**src/rtl/display_pkg.sv**
```systemverilog
// display_pkg: shared types and constants for the display scan controller
// and its double-dabble engine.
package display_pkg;
    typedef enum logic [1:0] {CV_IDLE, CV_SHIFT, CV_COMMIT} cv_state_t;
    localparam int BCD_W = 4;
    localparam logic [BCD_W-1:0] OVF_GLYPH = 4'hF;
    function automatic int dd_dig(input int in_w);
        return (in_w * 3) / 10 + 1;
    endfunction
endpackage

```
**src/rtl/bin2bcd_seq.sv**
```systemverilog
// bin2bcd_seq: sequential double-dabble, one bit per cycle, IN_W cycles after start.
module bin2bcd_seq
    import display_pkg::*;
#(
    parameter int IN_W   = 16,
    parameter int DD_DIG = dd_dig(IN_W)
) (
    input  logic                      clk,
    input  logic                      rst,
    input  logic                      start,
    input  logic [IN_W-1:0]           value,
    output logic                      done,
    output logic [DD_DIG*BCD_W-1:0]   bcd
);
    localparam int CW = $clog2(IN_W + 1);
    logic [IN_W-1:0]         sh;
    logic [CW-1:0]           cnt;
    logic [DD_DIG*BCD_W-1:0] adj;
    logic                    run;
    assign run  = cnt != '0;
    // done marks the edge that performs the final step
    assign done = cnt == CW'(1);
    always_comb begin
        adj = bcd;
        for (int i = 0; i < DD_DIG; i++)
            adj[i*BCD_W +: BCD_W] = bcd[i*BCD_W +: BCD_W] >= 4'd5 ? bcd[i*BCD_W +: BCD_W] + 4'd3 : bcd[i*BCD_W +: BCD_W];
    end
    always_ff @(posedge clk) begin
        if (!rst) begin
            sh  <= '0;
            bcd <= '0;
            cnt <= '0;
        end else if (start) begin
            sh  <= value;
            bcd <= '0;
            cnt <= CW'(IN_W);
        end else if (run) begin
            {bcd, sh} <= {adj, sh} << 1;
            cnt       <= cnt - CW'(1);
        end
    end
endmodule

```
**src/rtl/display_scan_ctrl.sv**
```systemverilog
// display_scan_ctrl: value intake, BCD/hex conversion and multiplexed digit scan.
// Define LEADING_ZERO_BLANK_EN to darken digits above the most significant nonzero one.
module display_scan_ctrl
    import display_pkg::*;
#(
    parameter int IN_W        = 16,
    parameter int NDIG        = 5,
    parameter int REFRESH_DIV = 50000
) (
    input  logic              clk,
    input  logic              rst,
    input  logic              in_valid,
    output logic              in_ready,
    input  logic [IN_W-1:0]   in_value,
    input  logic              in_hex,
    output logic              busy,
    output logic              ovf,
    output logic [BCD_W-1:0]  bcd,
    output logic [NDIG-1:0]   an
);
    localparam int DD = dd_dig(IN_W);
    localparam int XW = IN_W > BCD_W * NDIG ? IN_W : BCD_W * NDIG;
    localparam int DW = DD > NDIG ? DD : NDIG;
    localparam int RW = $clog2(REFRESH_DIV);
    localparam int IW = NDIG > 1 ? $clog2(NDIG) : 1;

    cv_state_t              state, state_nx;
    logic [IN_W-1:0]        val_q;
    logic                   hex_q;
    logic                   xfer;
    logic                   eng_done;
    logic [DD*BCD_W-1:0]    eng_bcd;
    logic [XW-1:0]          hx;
    logic [DW*BCD_W-1:0]    dx;
    logic [NDIG*BCD_W-1:0]  nd, disp;
    logic [NDIG-1:0]        nlit, lit;
    logic                   novf, disp_valid;
    logic [RW-1:0]          rcnt;
    logic [IW-1:0]          idx;
    logic                   wrap;

    assign in_ready = state == CV_IDLE;
    assign busy     = !in_ready;
    assign xfer     = in_valid && in_ready;

    bin2bcd_seq #(.IN_W(IN_W), .DD_DIG(DD)) u_b2b (
        .clk   (clk),
        .rst   (rst),
        .start (xfer && !in_hex),
        .value (in_value),
        .done  (eng_done),
        .bcd   (eng_bcd)
    );

    always_comb begin
        state_nx = state;
        state_nx = state == CV_IDLE  ? (xfer ? (in_hex ? CV_COMMIT : CV_SHIFT) : CV_IDLE) :
                   state == CV_SHIFT ? (eng_done ? CV_COMMIT : CV_SHIFT) : CV_IDLE;
    end

    // Commit image: digits, lit mask and overflow computed from the finished result
    always_comb begin
        hx   = XW'(val_q);
        dx   = (DW*BCD_W)'(eng_bcd);
        novf = hex_q ? (hx >> (BCD_W * NDIG)) != '0 : (dx >> (BCD_W * NDIG)) != '0;
        nd   = '0;
        for (int i = 0; i < NDIG; i++)
            nd[i*BCD_W +: BCD_W] = novf ? OVF_GLYPH : hex_q ? hx[i*BCD_W +: BCD_W] : dx[i*BCD_W +: BCD_W];
`ifdef LEADING_ZERO_BLANK_EN
        nlit = '0;
        begin
            logic seen;
            seen = novf;
            for (int i = NDIG - 1; i >= 0; i--) begin
                seen    = seen || i == 0 || nd[i*BCD_W +: BCD_W] != '0;
                nlit[i] = seen;
            end
        end
`else
        nlit = '1;
`endif
    end

    always_ff @(posedge clk) begin
        if (!rst) begin
            state      <= CV_IDLE;
            val_q      <= '0;
            hex_q      <= 1'b0;
            disp       <= '0;
            lit        <= '0;
            ovf        <= 1'b0;
            disp_valid <= 1'b0;
        end else begin
            state <= state_nx;
            if (xfer) begin
                val_q <= in_value;
                hex_q <= in_hex;
            end
            if (state == CV_COMMIT) begin
                disp       <= nd;
                lit        <= nlit;
                ovf        <= novf;
                disp_valid <= 1'b1;
            end
        end
    end

    assign wrap = rcnt == RW'(REFRESH_DIV - 1);

    // Outputs are re-derived every cycle from the registered index and display
    always_ff @(posedge clk) begin
        if (!rst) begin
            rcnt <= '0;
            idx  <= '0;
            an   <= '1;
            bcd  <= '0;
        end else begin
            rcnt <= wrap ? '0 : rcnt + RW'(1);
            if (wrap)
                idx <= idx == IW'(NDIG - 1) ? '0 : idx + IW'(1);
            an  <= disp_valid ? ~(NDIG'(lit[idx]) << idx) : '1;
            bcd <= disp_valid ? disp[idx*BCD_W +: BCD_W] : '0;
        end
    end
endmodule

```
**config.mk**
```make
export PLATFORM = sky130hd
export DESIGN_NAME = display_scan_ctrl
export DESIGN_NICKNAME = d
export VERILOG_FILES = /design/src/rtl/display_pkg.sv /design/src/rtl/bin2bcd_seq.sv /design/src/rtl/display_scan_ctrl.sv
export SDC_FILE = /design/constraint.sdc
export NUM_CORES = 1
export LEC_CHECK = 0
export ABC_AREA = 1
export CAP_MARGIN = 20
export CORE_MARGIN = 3
export CORE_UTILIZATION = 53
export DETAILED_ROUTE_END_ITERATION = 10
export PLACE_DENSITY = 0.81
export SLEW_MARGIN = 20
export SYNTH_ARGS = -nofsm -noshare
export SYNTH_HDL_FRONTEND = slang
export SYNTH_SLANG_ARGS = --single-unit
```
**constraint.sdc**
```tcl
create_clock -name clk -period 1.5 [get_ports clk]
set_input_delay 0.45 -clock clk [delete_from_list [all_inputs] [get_ports clk]]
set_output_delay 0.45 -clock clk [all_outputs]
set_load 0.01 [all_outputs]
```
# Yosys cells after proc, flatten, opt, wreduce, memory -nomap -nowiden
# Index checks and enable logic that the tools add are counted.
[op_classes]
n_mux = 22
bitwise_logic = 2
shifts = 2
reduce_logical = 10
add_sub_neg = 8
order_cmp = 6
eq_ne = 5
[ops]
columns = ["op", "count"]
rows = [
  ["4-bit two-way mux", 9],
  ["16-bit two-way mux", 2],
  ["4-bit by 3-bit >= comparator with 1-bit output, second input constant", 5],
  ["20-bit by 6-bit variable part select with 4-bit output", 1],
  ["16-bit by 1-bit adder with 16-bit output, second input constant", 1],
  ["4-bit by 2-bit adder with 4-bit output, second input constant", 4],
  ["16-bit equality test, second input constant", 1],
  ["2-bit two-way mux", 5],
  ["5-bit two-way mux", 2],
  ["3-bit two-way mux", 2],
  ["5-bit by 1-bit equality test with 1-bit output, second input constant", 1],
  ["5-bit inverter", 1],
  ["5-bit nonzero test", 1],
  ["1-bit by 3-bit << shifter with 5-bit output", 1],
  ["5-bit by 1-bit subtractor with 5-bit output, second input constant", 1],
  ["3-bit by 4-bit < comparator with 1-bit output, second input constant", 1],
  ["2-bit OR reduction", 2],
  ["3-bit by 1-bit adder with 3-bit output, second input constant", 1],
  ["3-bit by 2-bit adder with 3-bit output, second input constant", 1],
  ["1-bit binary-select mux with 3-bit select", 1],
  ["3-bit equality test, second input constant", 1],
  ["2-bit by 1-bit equality test with 1-bit output, second input constant", 1],
  ["2-bit equality test, second input constant", 1],
  ["1-bit logical AND", 2],
  ["other kinds (6)", 7],
]
[word_totals]
input_bits = 20
out_inout_bits = 12
register_bits = 110
wordCells = 69

# Logic depth before layout (Yosys ltp)
[logic_depth]
depth_word = 4
depth_mapped = 11
mapped_depth_nobuf = 11

# By module
# From an unflattened synthesis, not the netlist that was laid out.
[hier_totals]
hier_cells = 727
area_unflattened_um2 = 5188.7
[modules_own_cells]
columns = ["module", "n_inst", "cells_per_inst", "area_each_um2"]
rows = [
  ["display_scan_ctrl", 1, 396, 2931.6],
  ["bin2bcd_seq", 1, 331, 2257.2],
]

# Worst setup path before layout
# Ideal clock, no wire load.
[synth_timing]
path_type = "register -> register"
from = "register rcnt[0]"
to = "register rcnt[5]"
stages_incl_launch_ff = 8
setup_slack_ps = 89
t_arrival_ps = 1296
required_ps = 1385
setup_time_ps = 115
cell_sequence = "dfxtp_1 ha_1 nand3_1 nor2_2 nand2_2 nand2_4 buf_6 nor2_1"
[synth_between]
elab_chain_cells = 2
elab_cells_between_ends = 3
[synth_rtl]
columns = ["item", "line", "rtl"]
rows = [
  ["from (decl)", "display_scan_ctrl.sv:38", "logic [RW-1:0] rcnt;"],
  ["from (signal assigned)", "display_scan_ctrl.sv:118", "rcnt <= wrap ? '0 : rcnt + RW'(1);"],
  ["parallel branches: the longest is 2 deep, another holds 16-bit by 1-bit adder with 16-bit output", "-", ""],
]
# Several ways; the timed one is not identified.
# A chain may end at the register's enable or synchronous reset.

# Worst setup path after layout
[layout_timing]
from = "register state[1]"
to = "output busy"
[layout_between]
elab_chain_cells = 2
[layout_rtl]
columns = ["item", "line", "rtl"]
rows = [
  ["from (decl)", "display_scan_ctrl.sv:27", "cv_state_t state, state_nx;"],
  ["from (signal assigned)", "display_scan_ctrl.sv:94", "state <= state_nx;"],
  ["2-bit zero test", "display_scan_ctrl.sv:42", "assign in_ready = state == CV_IDLE;"],
  ["1-bit zero test", "display_scan_ctrl.sv:43", "assign busy = !in_ready;"],
  ["to (decl)", "display_scan_ctrl.sv:16", "output logic busy,"],
]
# Every way passes these cells.

==> flow_summary.ini <==
[yosys]
ys_ff_latch = 109
synth_area_leaders = dfxtp_1 43%, nand2_1 12%, a21oi_1 7.5%, o21ai_0 7.1%, inv_1 5.8%
synth.net_count = 753
yosysSeqAreaShare_pct = 42.6
synth_top_cell_area_share_pct = 42.6
syn_inst = 718
avgSynthCellArea_um2 = 7.13
synth_warnings = 0
yosysUniqueCellTypes = 33
yosys.area.top_type = dfxtp_1
syn_area_mm2 = 0.00512

[timing]
finalMaxSlewViolations = 0
fin_crit_ns = 1.45
setup_viol = 0
fin_ws_ns = 0.0484
hold_viol = 0
rsz0062_at_grt = true
clock_skew_ns = 0.0130
fmax_ghz = 0.689
maxSlewHeadroom_pct = 57.0
worstMarginPinSlew_ns = 0.644
finalCritPeriodShare_pct = 96.8

[pwr]
power.switching_uw = 2910
peakVddDrop_mv = 0.706
power.internal_uw = 5440
p_clk_share_pct = 24.0
power_frac_comb_pct = 32.9
leakagePower_uw = 0.00258
switching_share_pct = 34.9
power.density_mw_per_mm2 = 1360
seqPwrFrac_pct = 43.1

[worst_setup_path]
cp_slowest_cell = dfxtp_2
setup.worst_path.end_class = primary output
cp.required_ns = 1.05
cp_slowest_stage_delay_ns = 0.34
path_cells = nor2_4 -> inv_2 -> buf_6
crit_arrival_ns = 1.00
start_kind = flop
critical_path.max_fanout = 3
critPathKind = reg -> out

[global_route]
grt_pass1_wl_um = 21100
grtUsageTotal_pct = 23.0
antenna_found_initial = 0
grt_max_degree = 26
grt_pass1_vias = 4774
grt_overflow_total = 0

[floorplanning]
die_area_mm2 = 0.0109
io_pins = 32
chipHeight_um = 104
coreArea_mm2 = 0.00933
initial_core_util_pct = 54.9
rows = 35
die_w_um = 104

[final_layout]
fin_nets = 815
design_area_mm2 = 0.00615
drive_gt1_share_pct = 13.1
area_growth_pct = 20.0
diodes = 0
final_common_cell = nand2_1
fillers = 797
instances_no_fill = 914
layout_common_cells = 167 x nand2_1, 105 x dfxtp_1, 77 x inv_1, 76 x a21oi_1, 68 x o21ai_0
post-route-util_pct = 65.9

[placed_design]
place_congestion = 0.914
place_ws_ns = -0.592
port_buffers = 30
dp_cells = 891
dp_hpwl_um = 9000
place_area_mm2 = 0.00576

[clock_tree]
clock_latency_ns = 0.37
clock_path_buffers = 2
cts_buffers = 9
tritoncts = built
clk_pin_slew_worst_paths_ns = 0.09
cts.sinks = 109
cts_htree_levels = 3
cts_root_buffer = clkbuf_8

[flow_run]
maxCapViolCount = 0

[route]
antenna_left = 0
routedWlPerCell_um = 13.5
drc = 0
avgViaCountPerCell = 5.37
drtIter0Drc = 338
vias = 4908
wirelength_um = 12300
dr.pass1.iters = 6

[status]
status = complete, no violations

[min_path]
holdCritPathClass = in -> reg
-- synth_stat cells --
cell type,n
buf_1,2
or2_2,5
ha_1,15
o21ai_1,7
nor3_1,1
buf_4,2
o21ai_2,1
inv_2,2
nor2_2,4
a211oi_1,8
nand2_4,2
o211ai_1,3
inv_1,79
dfxtp_1,109
nand2_1,167
nand3_1,49
o31ai_1,1
nor2_4,3
clkbuf_1,10
nor2_1,63
nand2_2,3
buf_2,8
xnor2_1,1
buf_6,5
nand2_8,1
inv_4,1
nand3b_1,1
nand4_1,10
a21oi_1,77
nand3_4,2
conb_1,1
o21ai_0,73
xor2_1,2
-- state kept, by name, indices dropped and copies added (netlist names) --
name,cells
an,5
hex_q,1
disp_valid,1
idx,3
bcd,4
val_q,16
u_b2b.sh,16
state,2
u_b2b.cnt,5
u_b2b.bcd,20
disp,20
rcnt,16
-- cell type report --
cell class | count | area (µm²) | area share, %
Clock inverter | 6 | 91.3 | 1.49
Clock buffer | 10 | 138 | 2.24
Sequential cell | 109 | 2190 | 35.6
Tap cell | 129 | 161 | 2.63
Timing Repair Buffer | 78 | 733 | 11.9
Inverter | 82 | 315 | 5.13
Multi-Input combinational cell | 500 | 2520 | 41.0
-- what timing repair did --
| item | 4_1_cts | 5_1_grt |
|---|---|---|
| setup endpoints to repair | 50 | 59 |
| buffers inserted | 2 | 5 |
| hold buffers | 0 | 0 |
| gates cloned | 0 | 1 |
| pin swaps | 3 | 4 |
| resized for setup | 24 | 26 |
-- stage by stage --
stage	TNS [ns]	power [µW]	hold WS, ns
2_1_floorplan	0	5260	0.423
3_3_place_gp	-26.51	6020	0.437
3_5_place_dp	-29.72	6170	0.442
4_1_cts	-0.0675	8200	0.458
5_1_grt	-0.0685	8860	0.464
6_report	0	8360	0.443
-- worst paths after layout --
check,startpoint,to,slack (ns),cells after the start
max,state[1]$_SDFF_PN0_,busy,0.05,3
min,in_hex,u_b2b.sh[0]$_SDFFE_PN0P_,0.44,3
max reg2reg,state[1]$_SDFF_PN0_,u_b2b.sh[4]$_SDFFE_PN0P_,0.05,8
min reg2reg,u_b2b.sh[2]$_SDFFE_PN0P_,u_b2b.sh[2]$_SDFFE_PN0P_,0.45,2
-- metal layers --
metal	vias up	wire length (µm)	share of wire, %	global-route usage (%)
met5	-	0	0	0
met4	0	273	2.2	8.74
met3	26	708	5.7	5.21
met2	174	6090	49	39.3
met1	2253	5260	43	28.1
li1	2455	-	-	-
-- worst max-delay path: cells and delay by family, from the launching register on --
family / cells / cell delay (ns)
buffers and inverters: 2 / 0.15
flip-flops: 1 / 0.34
AND/OR/NAND/NOR: 1 / 0.14
-- logic make-up after synthesis --
group	synth area share, %
simple gates	26.8
compound gates	17.3
xor+xnor	0.513
fa+ha+maj	3.66
other cells	0.0732
flops	42.6
buf+inv	9.11
-- power by group through the flow --
| stage | clock network, µW | logic (µW) | registers, µW |
|---|---|---|---|
| after floorplan | 0 | 1680 | 3580 |
| after global placement | 0 | 2390 | 3630 |
| after detailed placement | 0 | 2520 | 3650 |
| after CTS | 2030 | 2580 | 3590 |
| after global routing | 2130 | 3080 | 3650 |
| final | 2000 | 2750 | 3600 |
Power figures use the tool's default switching activity.
